==> src/rtl/sdram_burst_scheduler.sv <==
// Burst scheduler in front of sdram_control: round-robin write/read
// arbitration, linear burst pointers, occupancy tracking and watchdog.
module sdram_burst_scheduler #(
    parameter int BURST     = 8,
    parameter int COL_BITS  = 9,
    parameter int ROW_BITS  = 13,
    parameter int BANK_BITS = 2,
    parameter int DEPTH     = 1 << (COL_BITS + ROW_BITS + BANK_BITS),
    parameter int TIMEOUT   = 1023
) (
    input  logic                                       Clk,
    input  logic                                       Rst_n,
    input  logic                                       Init_done,
    input  logic                                       Wr_req,
    input  logic                                       Rd_req,
    input  logic                                       Addr_clr,
    input  logic                                       Wdata_done,
    input  logic                                       Rdata_done,
    output logic                                       Wr,
    output logic                                       Rd,
    output logic [ROW_BITS-1:0]                        Raddr,
    output logic [ROW_BITS-1:0]                        Caddr,
    output logic [BANK_BITS-1:0]                       Baddr,
    output logic                                       Wr_burst_done,
    output logic                                       Rd_burst_done,
    output logic [COL_BITS+ROW_BITS+BANK_BITS:0]       Fill,
    output logic                                       Busy,
    output logic                                       Err
);

    localparam int W   = COL_BITS + ROW_BITS + BANK_BITS;
    localparam int WDW = (TIMEOUT < 1) ? 1 : $clog2(TIMEOUT + 1);

    localparam logic [1:0] IDLE    = 2'd0;
    localparam logic [1:0] WR_WAIT = 2'd1;
    localparam logic [1:0] RD_WAIT = 2'd2;

    localparam logic LAST_WR = 1'b0;
    localparam logic LAST_RD = 1'b1;

    localparam logic [W:0]     BW   = (W+1)'(BURST);
    localparam logic [W:0]     DP   = (W+1)'(DEPTH);
    localparam logic [W:0]     FMAX = (W+1)'(DEPTH - BURST);
    localparam logic [WDW-1:0] TMO  = WDW'(TIMEOUT);

    logic [1:0]     state_q, state_d;
    logic [W-1:0]   wptr_q, wptr_d;
    logic [W-1:0]   rptr_q, rptr_d;
    logic [W-1:0]   addr_q, addr_d;
    logic [W:0]     fill_q, fill_d;
    logic [WDW-1:0] wdog_q, wdog_d;
    logic           last_q, last_d;
    logic           clr_q, clr_d;
    logic           err_q, err_d;
    logic           wbd_q, wbd_d;
    logic           rbd_q, rbd_d;

    logic           clr_any;
    logic           w_elig;
    logic           r_elig;
    logic [W-1:0]   wnext;
    logic [W-1:0]   rnext;

    function automatic logic [W-1:0] adv(input logic [W-1:0] p);
        logic [W:0] s;
        s = {1'b0, p} + BW;
        return (s == DP) ? '0 : s[W-1:0];
    endfunction

    assign clr_any = clr_q | Addr_clr;
    assign w_elig  = Wr_req & Init_done & (fill_q <= FMAX) & ~clr_any;
    assign r_elig  = Rd_req & Init_done & (fill_q >= BW) & ~clr_any;
    assign wnext   = adv(wptr_q);
    assign rnext   = adv(rptr_q);

    always_comb begin
        state_d = state_q;
        wptr_d  = wptr_q;
        rptr_d  = rptr_q;
        addr_d  = addr_q;
        fill_d  = fill_q;
        wdog_d  = wdog_q;
        last_d  = last_q;
        clr_d   = clr_q;
        err_d   = err_q;
        wbd_d   = 1'b0;
        rbd_d   = 1'b0;
        unique case (state_q)
            IDLE: begin
                if (Addr_clr) begin
                    wptr_d = '0;
                    rptr_d = '0;
                    addr_d = '0;
                    fill_d = '0;
                    err_d  = 1'b0;
                    clr_d  = 1'b0;
                end else if (w_elig && (!r_elig || last_q == LAST_RD)) begin
                    state_d = WR_WAIT;
                    last_d  = LAST_WR;
                    wdog_d  = '0;
                    addr_d  = wptr_q;
                end else if (r_elig) begin
                    state_d = RD_WAIT;
                    last_d  = LAST_RD;
                    wdog_d  = '0;
                    addr_d  = rptr_q;
                end
            end
            WR_WAIT, RD_WAIT: begin
                logic done;
                done = (state_q == WR_WAIT) ? Wdata_done : Rdata_done;
                if (Addr_clr) clr_d = 1'b1;
                if (done || wdog_q == TMO) begin
                    state_d = IDLE;
                    // A clear pending at exit wins over both completion and timeout
                    if (clr_any) begin
                        wptr_d = '0;
                        rptr_d = '0;
                        addr_d = '0;
                        fill_d = '0;
                        err_d  = 1'b0;
                        clr_d  = 1'b0;
                    end else if (!done) begin
                        err_d = 1'b1;
                    end else if (state_q == WR_WAIT) begin
                        wptr_d = wnext;
                        addr_d = wnext;
                        fill_d = fill_q + BW;
                        wbd_d  = 1'b1;
                    end else begin
                        rptr_d = rnext;
                        addr_d = rnext;
                        fill_d = fill_q - BW;
                        rbd_d  = 1'b1;
                    end
                end else begin
                    wdog_d = wdog_q + WDW'(1);
                end
            end
            default: state_d = IDLE;
        endcase
    end

    always_ff @(posedge Clk or negedge Rst_n) begin
        if (!Rst_n) begin
            state_q <= IDLE;
            wptr_q  <= '0;
            rptr_q  <= '0;
            addr_q  <= '0;
            fill_q  <= '0;
            wdog_q  <= '0;
            last_q  <= LAST_RD;
            clr_q   <= 1'b0;
            err_q   <= 1'b0;
            wbd_q   <= 1'b0;
            rbd_q   <= 1'b0;
        end else begin
            state_q <= state_d;
            wptr_q  <= wptr_d;
            rptr_q  <= rptr_d;
            addr_q  <= addr_d;
            fill_q  <= fill_d;
            wdog_q  <= wdog_d;
            last_q  <= last_d;
            clr_q   <= clr_d;
            err_q   <= err_d;
            wbd_q   <= wbd_d;
            rbd_q   <= rbd_d;
        end
    end

    assign Wr            = (state_q == WR_WAIT);
    assign Rd            = (state_q == RD_WAIT);
    assign Busy          = (state_q != IDLE);
    assign Caddr         = ROW_BITS'(addr_q[COL_BITS-1:0]);
    assign Raddr         = addr_q[COL_BITS+ROW_BITS-1:COL_BITS];
    assign Baddr         = addr_q[W-1:COL_BITS+ROW_BITS];
    assign Fill          = fill_q;
    assign Err           = err_q;
    assign Wr_burst_done = wbd_q;
    assign Rd_burst_done = rbd_q;

endmodule

==> config.mk <==
export PLATFORM = sky130hd
export DESIGN_NAME = sdram_burst_scheduler
export DESIGN_NICKNAME = d
export VERILOG_FILES = /design/src/rtl/sdram_burst_scheduler.sv
export SDC_FILE = /design/constraint.sdc
export NUM_CORES = 1
export LEC_CHECK = 0
export BUFFER_PORTS_ARGS = -buffer_cell sky130_fd_sc_hd__buf_2
export CORE_ASPECT_RATIO = 1.75
export CORE_MARGIN = 2
export CORE_UTILIZATION = 40
export DETAILED_ROUTE_END_ITERATION = 16
export HOLD_SLACK_MARGIN = 0.15
export PLACE_DENSITY = 0.68
export SLEW_MARGIN = 5
export SYNTH_ARGS = -nofsm -noshare
export SYNTH_HDL_FRONTEND = slang
export SYNTH_SLANG_ARGS = --single-unit
export TNS_END_PERCENT = 5
==> constraint.sdc <==
create_clock -name Clk -period 2.35 [get_ports Clk]
set_clock_uncertainty 0.1 [all_clocks]
set_input_delay 0 -clock Clk [delete_from_list [all_inputs] [get_ports Clk]]
set_output_delay 0 -clock Clk [all_outputs]
set_load 0.01 [all_outputs]
==> Word-level counts from Yosys, hierarchy flattened <==
Index checks and enable logic that the tools add are counted.
{ "classes": {"eq_ne": 15, "add_sub_neg": 5, "reduce_logical": 18, "n_mux": 59, "order_cmp": 2, "n_bitwise": 9} }
{ "ops": {"columns": ["cell", "n"], "rows": [
  ["$mux W24", 18],
  ["$pmux W24 S2", 3],
  ["$mux W25", 5],
  ["$add A24 B4 Y25 const B", 2],
  ["$eq A25 B25 Y1 const B", 2],
  ["$pmux W25 S2", 1],
  ["$mux W10", 4],
  ["$add A25 B4 Y25 const B", 1],
  ["$ge A25 B4 Y1 const B", 1],
  ["$le A25 B24 Y1 const B", 1],
  ["$sub A25 B4 Y25 const B", 1],
  ["$mux W1", 20],
  ["$pmux W10 S2", 1],
  ["$reduce_and A4 Y1", 4],
  ["$ne A3 B3 Y1 const B", 5],
  ["$add A10 B1 Y10 const B", 1],
  ["$eq A10 B10 Y1 const B", 1],
  ["$reduce_and A5 Y1", 2],
  ["$mux W2", 4],
  ["$ne A2 B2 Y1 const B", 4],
  ["$and A1 B1 Y1", 6],
  ["$reduce_and A3 Y1", 2],
  ["$reduce_bool A2 Y1", 3],
  ["$ne A4 B4 Y1 const B", 1],
  ["12 further kinds", 15]
]} }
{ "totals": {"in_bits": 8, "word_cells": 119, "register_bits": 114} }

==> Longest topological paths before layout <==
Gate-level depths: netlist (run 1).
{ "logic_depth": {"depth_word": 9, "depth_mapped": 10} }

==> Worst setup path after synthesis (run 1) <==
No wires, ideal clock.
{ "synth_timing": {"kind": "reg-to-reg", "startpoint": "register state_q[1]", "endpoint": "register wdog_q[7]", "setup_ns": 0.078, "stages_incl_launch_ff": 10, "path_buffers": 1, "path_slack_ns": -0.264, "required_ns": 2.172, "arrival_ns": 2.437, "path_cell_list": "dfrtp_1 -> inv_1 -> ha_1 -> mux2i_1 -> nand2_1 -> or2_1 -> a32o_1 -> buf_2 -> or4_1 -> a21oi_1"} }
{ "synth_between": {"elab_chain_cells": 5, "word_cells_on_any_way": 12, "classes_between": "eq/ne (5); mux (2); reduce/logical (5)"} }
{ "synth_rtl": {"columns": ["element", "line", "source"], "rows": [
  ["start: declaration", "46", "logic [1:0] state_q, state_d;"],
  ["start signal: assignment", "158", "state_q <= state_d;"],
  ["$eq A2 B1 Y1 *", null, null],
  ["via Wr", "19", "output logic Wr,"],
  ["$mux W1", "111", "done = (state_q == WR_WAIT) ? Wdata_done : Rdata_done;"],
  ["$logic_or A1 B1 Y1", "113", "if (done || wdog_q == TMO) begin"],
  ["$ne A2 B2 Y1 (no source line)", null, null],
  ["$reduce_and A4 Y1 (no source line)", null, null],
  ["end signal: assignment", "163", "wdog_q <= wdog_d;"],
  ["end: declaration", "51", "logic [WDW-1:0] wdog_q, wdog_d;"]
]} }
Mark *: on every way through the listed nets, which the timed path passes. The rest lies on a longest branch.
A chain may end at the register's enable or synchronous reset.

==> Final worst setup path (run 1) <==
{ "layout_timing": {"startpoint": "register rptr_q[3]", "endpoint": "register rptr_q[13]"} }
{ "layout_between": {"elab_chain_cells": 8} }
{ "layout_rtl": {"columns": ["element", "line", "source"], "rows": [
  ["start: declaration", "48", "logic [W-1:0] rptr_q, rptr_d;"],
  ["start signal: assignment", "160", "rptr_q <= rptr_d;"],
  ["$add A24 B4 Y25 *", "66", "s = {1'b0, p} + BW;"],
  ["$eq A25 B25 Y1", "67", "return (s == DP) ? '0 : s[W-1:0];"],
  ["$mux W24 *", "67", null],
  ["$mux W24 *", "125", "end else if (state_q == WR_WAIT) begin"],
  ["$mux W24 *", "123", "end else if (!done) begin"],
  ["$mux W24 *", "116", "if (clr_any) begin"],
  ["$mux W24 *", "113", null],
  ["$pmux W24 S2 *", "88", "unique case (state_q)"]
]} }
Mark *: on every way between the ends. The rest lies on a longest branch, timed or not. The select of a mux whose other input is x is not followed.

==> results of run 1 <==
-- Yosys cell counts, types with 5 or more instances --
| cell | number |
|---|---|
| o21ai_0 | 65 |
| and4_1 | 5 |
| nor3_1 | 28 |
| a31oi_1 | 24 |
| o21ai_1 | 26 |
| mux2_2 | 5 |
| buf_1 | 5 |
| buf_2 | 20 |
| o211ai_1 | 11 |
| a21oi_1 | 39 |
| xor2_1 | 11 |
| inv_1 | 27 |
| ha_1 | 10 |
| xnor2_1 | 36 |
| and3_1 | 12 |
| nand4_1 | 24 |
| buf_4 | 8 |
| o31ai_1 | 18 |
| nand3_1 | 54 |
| a22o_1 | 8 |
| clkbuf_1 | 33 |
| nor4_1 | 17 |
| nor2b_1 | 10 |
| and2_1 | 13 |
| a21o_1 | 6 |
| nand2_1 | 61 |
| o22a_1 | 11 |
| or3_1 | 16 |
| nor2_1 | 81 |
| o41ai_1 | 7 |
| mux2i_1 | 9 |
| dfrtp_1 | 110 |
| or4_1 | 8 |
-- final cells by class --
class,count,area (sq um)
fill,1670,8250
multi-input combinational,680,4410
sequential,111,2780
timing repair buffer,235,1790
tap,234,293
clock buffer,10,229
clock inverter,6,116
inverter,27,101
-- per-layer routing --
| layer | part of all wire, % | GRT usage [%] | vias to the layer above |
|---|---|---|---|
| met1 | 36 | 28.0 | 3701 |
| met3 | 4.6 | 2.70 | 80 |
| met4 | 5.6 | 16.2 | 0 |
| li1 | - | - | 3593 |
| met5 | 0 | 0 | - |
| met2 | 54 | 48.3 | 312 |
-- worst max path at each step --
stage,from,end,slack (ns)
final,rptr_q[3],rptr_q[13],-0.1
after global routing,rptr_q[0],rptr_q[13],-0.16
after CTS,rptr_q[0],rptr_q[13],-0.06
after detailed placement,rptr_q[3],rptr_q[13],-0.13
after global placement,rptr_q[3],rptr_q[13],-0.06
after floorplan,state_q[1],wdog_q[7],-0.03
-- cell families after synthesis --
logic type / share of synthesized area, %
xor+xnor: 5.61
flops: 37.9
fa+ha+maj: 1.71
compound gates: 22.0
simple gates: 25.1
mux: 2.00
other cells: 0.0511
buf+inv: 5.67
-- where the power goes --
group	total, W	internal [W]	switching (W)
clock	0.00180	0.00105	0.000753
sequential	0.00260	0.00230	0.000300
combinational	0.00467	0.00205	0.00263
total	0.00908	0.00540	0.00368
-- repair_timing --
item	CTS	global route
resized for setup	23	33
hold buffers	8	0
endpoints found under the hold margin	131	0
buffers inserted	3	3
pin swaps	13	10
endpoints found under the setup margin	48	98
-- registers in the layout (all words and copies together), names as in the netlist --
register	flops
rptr_q	24
state_q	2
Rd_burst_done	1
Fill	22
addr_q	24
wdog_q	10
Err	1
last_q	1
Wr_burst_done	1
clr_q	1
wptr_q	24
-- critical path, stage by stage, from the launching register on --
cell      delay, ns
dfrtp_2        0.46
ha_4           0.23
nand2b_4       0.15
nor4_4         0.27
buf_4          0.17
nand4_1        0.13
o31ai_4        0.35
buf_6          0.17
nor2_1         0.04
a221o_1        0.24
-- per-stage QoR --
step	TNS, ns	hold WS (ns)	util, %	instance area, sq um	std cells
5_1_grt	-4.97	0.299	54.1	9720	1303
4_1_cts	-0.372	0.199	53.2	9560	1300
6_report	-0.765	0.214	54.1	9720	1303
3_3_place_gp	-0.305	-0.178	50.2	9020	1273
2_1_floorplan	-0.106	-0.396	-	7380	885
3_5_place_dp	-1.73	-0.174	50.2	9020	1273
-- cell usage in the layout, fill, tap and decap left out, types with 26 or more instances in the layout --
cell type	count
o21ai_0	60
nor3_1	27
buf_2	58
o21ai_1	28
xnor2_1	35
a21oi_1	32
dfrtp_1	108
buf_4	155
nand3_1	53
inv_1	26
nand2_1	60
nor2_1	79
==> run metrics, run 1 <==
Period Utilization, post-route=104%; Leakage Power=4.18 nW; FF-to-FF setup slack=-0.1 ns; WHS Endpoint=last_q; gr usage total=26.1%; Final Total Pwr=0.00908 W; Synth Warn #=0; number of synthesized flops with an enable pin=0; R2R cell count=9; RSZ-0062 raised after global routing=yes; top-area cell type share of the netlist area=37.5%; htree depth=3; Mapped Cells=879; Post-Syn Area per Cell=8.34 sq um; Layout Nets=1082; Final HPWL DP=18700 microns; clock slew seen by the registers of the worst setup and hold paths=0.08 ns; sequential fraction of the synthesis area=37.9%; # diodes=0; relative slew slack=37.0%; Core Box Area=18000 sq um; FF-to-FF Start=rptr_q[3]; Routed Antenna Nets=0; Max Clk Rate=0.408 GHz; pwr/cell area=934 nW/um^2; HP Class=in2reg; Critical Path Source Type=flop; Post-synth top flop=dfrtp_1; drt total wl=25100 microns; fin. max-slew vios=0; Synth area leader=dfrtp_1; clock root cell=clkbuf_16; Hold Vio Cnt, Final=0; hold depth=5; drt initial violations=737; Die X=106 microns; Max Buffers Root-to-Sink=2; largest net degree at the start of global routing=53; Setup WS pre-CTS=-0.131 ns; # IOs=67; row count=65; post-synth cell types=72; vias per inst=5.90; ratio of cells with drive above 1 in the final layout=29.2%; routability congestion estimate=0.972; post-route minimum period=2.45 ns; Post-synth ARST share=100%; first-pass GRT wire length=39800 microns; # DRC=0; Worst Path Arrival=2.60 ns; Max Fanout on Critical Path=5; failing checks=negative setup slack; status=finished with violations; reg2reg end=rptr_q[13]; Vias=7686; Clock Latency Late Sink=0.37 ns; critical path class=reg2reg; initial antenna violation count=0; area grow syn2layout=32.6%; Slew @ Worst Pin=0.945 ns; Worst Path Required=2.50 ns; Cell Area, Synth=7330 sq um; cts bufs inserted=9; clock sink count=111; count of final setup violators=21; detailed-route wire length per cell=19.3 microns; GRT overflow=0; Final WS setup=-0.0985 ns; die area=19500 sq um; FF+latch count, synth=111; max_cap viols=0; Die H=183 microns; IO buf count=59; ranking of synthesized cells by area=dfrtp_1 (38%), o21ai_0 (4.4%), xnor2_1 (4.3%); TritonRoute pass-1 iters=7; vias in the first global route=7704; CTS tree=built; worst IR drop on VDD=0.456 mV; critical path endpoint category=flop; initial core utilization=40.8%; min-delay src=Wr_req
Power figures use the tool's default switching activity.
==> run 2: changes to the inputs <==
Settings changed: PLACE_DENSITY 0.68 to 0.69.
==> run metrics, run 2 (synthesis results as in run 1) <==
relative slew slack=64.1%; largest net degree at the start of global routing=49; post-route minimum period=2.52 ns; cts bufs inserted=9; FF-to-FF Start=rptr_q[0]; clock root cell=clkbuf_16; Slew @ Worst Pin=0.537 ns; TritonRoute pass-1 iters=6; status=finished with violations; Worst path max stage delay=0.58 ns; initial core utilization=40.8%; initial antenna violation count=0; Max Buffers Root-to-Sink=2; detailed-route wire length per cell=19.7 microns; count of final setup violators=33; Max Clk Rate=0.397 GHz; Worst Path Required=2.50 ns; # IOs=67; GRT overflow=0; Critical Path Source Type=flop; max_cap viols=0; crit path max-delay cell type=or4b_4; routability congestion estimate=0.985; Critical path origin=rptr_q[0]; Worst Path Arrival=2.67 ns; commonest non-fill, non-tap cells in the layout=buf_4 (159), dfrtp_1 (109), nor2_1 (79); Clock Latency Late Sink=0.37 ns; drt initial violations=701; Core Box Area=18000 sq um; worst IR drop on VDD=0.472 mV; row count=65; Routed Antenna Nets=0; pwr/cell area=945 nW/um^2; fin util=54.1%; clock sink count=111; drt total wl=25700 microns; Area after DPL=9040 sq um; ratio of cells with drive above 1 in the final layout=28.8%; clock slew seen by the registers of the worst setup and hold paths=0.07 ns; critical path class=reg2reg; Leakage Power=4.18 nW; final instance area=9720 sq um; min-delay src=Init_done; vias per inst=6.04; RSZ-0062 raised after global routing=yes; Vias=7888; register area=2780 sq um; Die H=183 microns; Final HPWL DP=18700 microns; Hold Vio Cnt, Final=0; commonest non-fill, non-tap cell in the layout=buf_4; Die X=106 microns; HP Class=in2reg; die area=19500 sq um; biggest regs=addr_q (24), rptr_q (24), wptr_q (24); TNS Setup=-2.19 ns; area occupied by multi-input gates=4410 sq um; crit-path cells=or4b_4, nor4_4, nand4_1, o31ai_4, buf_4, and2_1, nor2b_1; htree depth=3; gr usage total=26.2%; critical path endpoint category=flop; fillers=1677; Setup WS pre-CTS=-0.0604 ns; Final WS setup=-0.170 ns; CTS tree=built; first-pass GRT wire length=40200 microns; Layout Nets=1087; area grow syn2layout=32.6%; # DRC=0; Max Fanout on Critical Path=6; fin. max-slew vios=0; IO buf count=59; # diodes=0; Period Utilization, post-route=107%; failing checks=negative setup slack; vias in the first global route=7757
run 2: cell count changes in the layout (fill, tap and decap cells not counted), sizes merged:
cell          previous run  this run
buf                    227       231
bufinv                   3         2
dlymetal6s4s             1         0
inv                     28        27
a32o                     2         3
clkbuf                  10        13
clkinv                   2         0
clkinvlp                 0         1
run 2: through the flow:
step / cells / hold WS, ns / total power [W]
final: 1307 / 0.311 / 0.00919
after global routing: 1307 / 0.344 / 0.00971
after CTS: 1302 / 0.246 / 0.00881
after detailed placement: 1279 / -0.0834 / 0.00706
after global placement: 1279 / -0.0842 / 0.00700
after floorplan: 885 / -0.396 / 0.00512
run 2: report_power, final:
part / switching (W) / total [W] / internal, W
registers: 0.000311 / 0.00261 / 0.00230
logic: 0.00275 / 0.00489 / 0.00213
clock network: 0.000730 / 0.00169 / 0.000961
run 2: layout make-up:
type	instances	area share, %
clock inverter	3	0.695
sequential	111	28.6
timing repair buffer	239	18.8
tap	234	3.01
multi-input combinational	681	45.4
inverter	27	1.04
clock buffer	12	2.53
run 2: layer usage:
layer  global-route usage [%]  wire length [microns]
met1                     28.0                   9440
met5                        0                      0
met4                     15.9                   1620
met3                     3.45                   1140
met2                     48.3                  13500
run 2: final timing paths:
check | endpoint | slack (ns) | cells past startpoint
worst min register to register | addr_q[3] | 0.41 | 1
worst max register to register | rptr_q[2] | -0.17 | 7
worst max-delay path | rptr_q[2] | -0.17 | 7
worst min-delay path | state_q[0] | 0.31 | 5
min in group asynchronous | wptr_q[10] | 0.64 | 4
max in group asynchronous | last_q | 1.25 | 4
run 2: worst max-delay path: cells and delay by family (launching register included):
kind | cells | cell delay (ns)
buf+inv | 1 | 0.21
simple gates | 5 | 1.30
flops | 1 | 0.43
compound gates | 1 | 0.37
run 2: repair_timing:
action	CTS	global route
pin swaps	0	17
hold buffers	8	0
hold endpoints to repair	129	0
resized for setup	12	41
endpoints found under the setup margin	32	86
cloned	0	2
buffers inserted	0	3
==> run 3: changes to the inputs <==
Settings changed: ABC_AREA from default to 1.
==> run metrics, run 3 <==
Cells after DPL=1359; Die H=183 microns; ratio of cells with drive above 1 in the final layout=16.7%; met2 WL=12200 microns; CTS tree=built; drt total wl=23300 microns; GRT overflow=0; Mapped Cells=1060; hold depth=8; count of final setup violators=0; Leakage Power=4.38 nW; clock root cell=clkbuf_16; detailed-route wire length per cell=16.7 microns; Flop pwr share=28.0%; TritonRoute pass-1 iters=5; switching power=0.00431 W; vias in the first global route=7338; htree depth=3; initial antenna violation count=0; crit-path cells=inv_2, ha_2, nand2_1, nor2_2, nand2_2, nor2_4, nand3_2, nand3_4, buf_12, nand3_1, nand3_1, nand2_2, nand2_1, nand2_1; Layout Nets=1173; critical path endpoint category=flop; post-route minimum period=2.24 ns; WHS=0.249 ns; Hold Vio Cnt, Final=0; Worst Path Arrival=2.40 ns; IO buf count=59; Worst path max stage delay=0.42 ns; vias per inst=5.35; status=finished clean; Synth area leader=dfrtp_1; post-route insts no fill=1393; commonest non-fill, non-tap cell in the layout=nand2_1; largest net degree at the start of global routing=39; most numerous cell in the Yosys netlist=nand2_1; Clock Latency Late Sink=0.37 ns; ranking of synthesized cells by area=dfrtp_1 (38%), nand2_1 (17%), nand3_1 (7.1%); Post-synth top flop=dfrtp_1; Post-synth ARST share=100%; Synth Warn #=0; Worst path depth=14; clock power share=16.8%; fin. max-slew vios=0; Max Clk Rate=0.446 GHz; Final HPWL DP=16800 microns; commonest non-fill, non-tap cells in the layout=nand2_1 (322), dfrtp_1 (107), nand3_1 (103); first-pass GRT wire length=35900 microns; Vias=7458; commonest cells in the netlist=nand2_1 (326), dfrtp_1 (110), nand3_1 (104); DR WL met3=933 microns; Sw Share=48.3%; FF+latch count, synth=111; sequential fraction of the synthesis area=38.0%; cts bufs inserted=9; Period Utilization, post-route=95.4%; critical path class=reg2reg; area grow syn2layout=19.2%; HP Class=in2reg; initial core utilization=40.6%; worst IR drop on VDD=0.576 mV; Post-Syn Area per Cell=6.89 sq um; Critical Path Source Type=flop; # diodes=0; top-area cell type share of the netlist area=37.7%; Worst Path Required=2.50 ns; Core Box Area=18000 sq um; Die X=106 microns; routed metal-1 wirelength=8400 microns; pwr/cell area=1030 nW/um^2; Cell Area, Synth=7310 sq um; max layer used=met4; Buf/Inv on CP=2; die area=19400 sq um; max_cap viols=0; gr usage total=23.7%; R2R cell count=14; # IOs=67; internal power=0.00462 W; Routed Antenna Nets=0; biggest regs=addr_q (24), rptr_q (24), wptr_q (24); Worst path most repeated cell=nand2_1; number of synthesized flops with an enable pin=0; Crit path max-delay family=simple AND/OR/NAND/NOR gates; Max Buffers Root-to-Sink=2; post-synth cell types=44; Max Fanout on Critical Path=7; routability congestion estimate=0.930; crit path max-delay cell type=dfrtp_1; row count=65; clock sink count=111; Combinational Power Share=55.2%; final instance area=8710 sq um; # DRC=0; drt initial violations=551; Area after DPL=8090 sq um; clock slew seen by the registers of the worst setup and hold paths=0.08 ns
## run 3: cell types whose count changed after synthesis, sizes merged, moves of 16 or more
cell	delta
or3	-16
nor2	+22
clkbuf	-23
nand3	+52
o22ai	+18
o21ai	-44
nand2	+269
nor4	-18
xor2	+26
a31oi	-23
xnor2	-32
inv	+98
## run 3: cell type report
| cell class | instances | area (sq um) |
|---|---|---|
| fill | 1839 | 9270 |
| multi-input combinational | 784 | 3940 |
| sequential | 111 | 2780 |
| timing repair buffer | 123 | 942 |
| inverter | 126 | 475 |
| tap | 234 | 293 |
| clock buffer | 11 | 243 |
| clock inverter | 4 | 31.3 |
## run 3: routing by layer
| metal | vias up | track usage (%) |
|---|---|---|
| met1 | 3468 | 24.1 |
| met2 | 277 | 44.1 |
| li1 | 3619 | - |
| met5 | - | 0 |
| met3 | 94 | 2.56 |
| met4 | 0 | 16.7 |
## run 3: timing repair
| action | CTS | global route |
|---|---|---|
| setup endpoints to repair | 0 | 62 |
| setup buffers | 0 | 8 |
| hold buffers | 8 | 0 |
| resized for setup | 0 | 35 |
| hold endpoints to repair | 117 | 0 |
## run 3: kinds of logic after synthesis
logic type,share of synthesized area [%]
AOI/OAI and AO/OA,10.2
xor gates and xnor gates,4.92
adders and majority gates,1.71
buffers and inverters,9.90
DFF,38.0
other,0.0513
and+or+nand+nor,35.2
## run 3: final timing paths
| kind | endpoint | startpoint | slack (ns) |
|---|---|---|---|
| min in group asynchronous | Fill[5] | Rst_n | 0.68 |
| max in group asynchronous | wptr_q[20] | Rst_n | 1.19 |
| setup / recovery | addr_q[13] | Fill[3] | 0.11 |
| hold reg to reg | addr_q[20] | addr_q[20] | 0.37 |
| hold / removal | last_q | Rd_req | 0.25 |
| setup reg to reg | addr_q[13] | Fill[3] | 0.11 |
## run 3: tightest hold or removal path: stages
cell and delay (ns):
buf_2 0.09, and3_1 0.22, nand2_1 0.11, nand2_1 0.07
inv_2 0.05, nor2_1 0.04, nand2_1 0.07, o21ai_1 0.06
## run 3: power groups by stage
stage	clock, W	combinational (W)	sequential [W]
3_3_place_gp	0	0.00452	0.00252
4_1_cts	0.00152	0.00457	0.00249
5_1_grt	0.00158	0.00536	0.00253
3_5_place_dp	0	0.00454	0.00252
2_1_floorplan	0	0.00275	0.00256
6_report	0.00150	0.00492	0.00250
## run 3: per-stage QoR
step / setup TNS, ns / utilization [%] / setup slack (ns) / power [W]
after floorplan: 0 / - / 0.161 / 0.00532
after global placement: 0 / 45.0 / 0.128 / 0.00704
after detailed placement: 0 / 45.0 / 0.0848 / 0.00706
after CTS: 0 / 47.0 / 0.0549 / 0.00858
after global routing: -0.0747 / 48.4 / -0.0191 / 0.00947
final: 0 / 48.4 / 0.108 / 0.00892
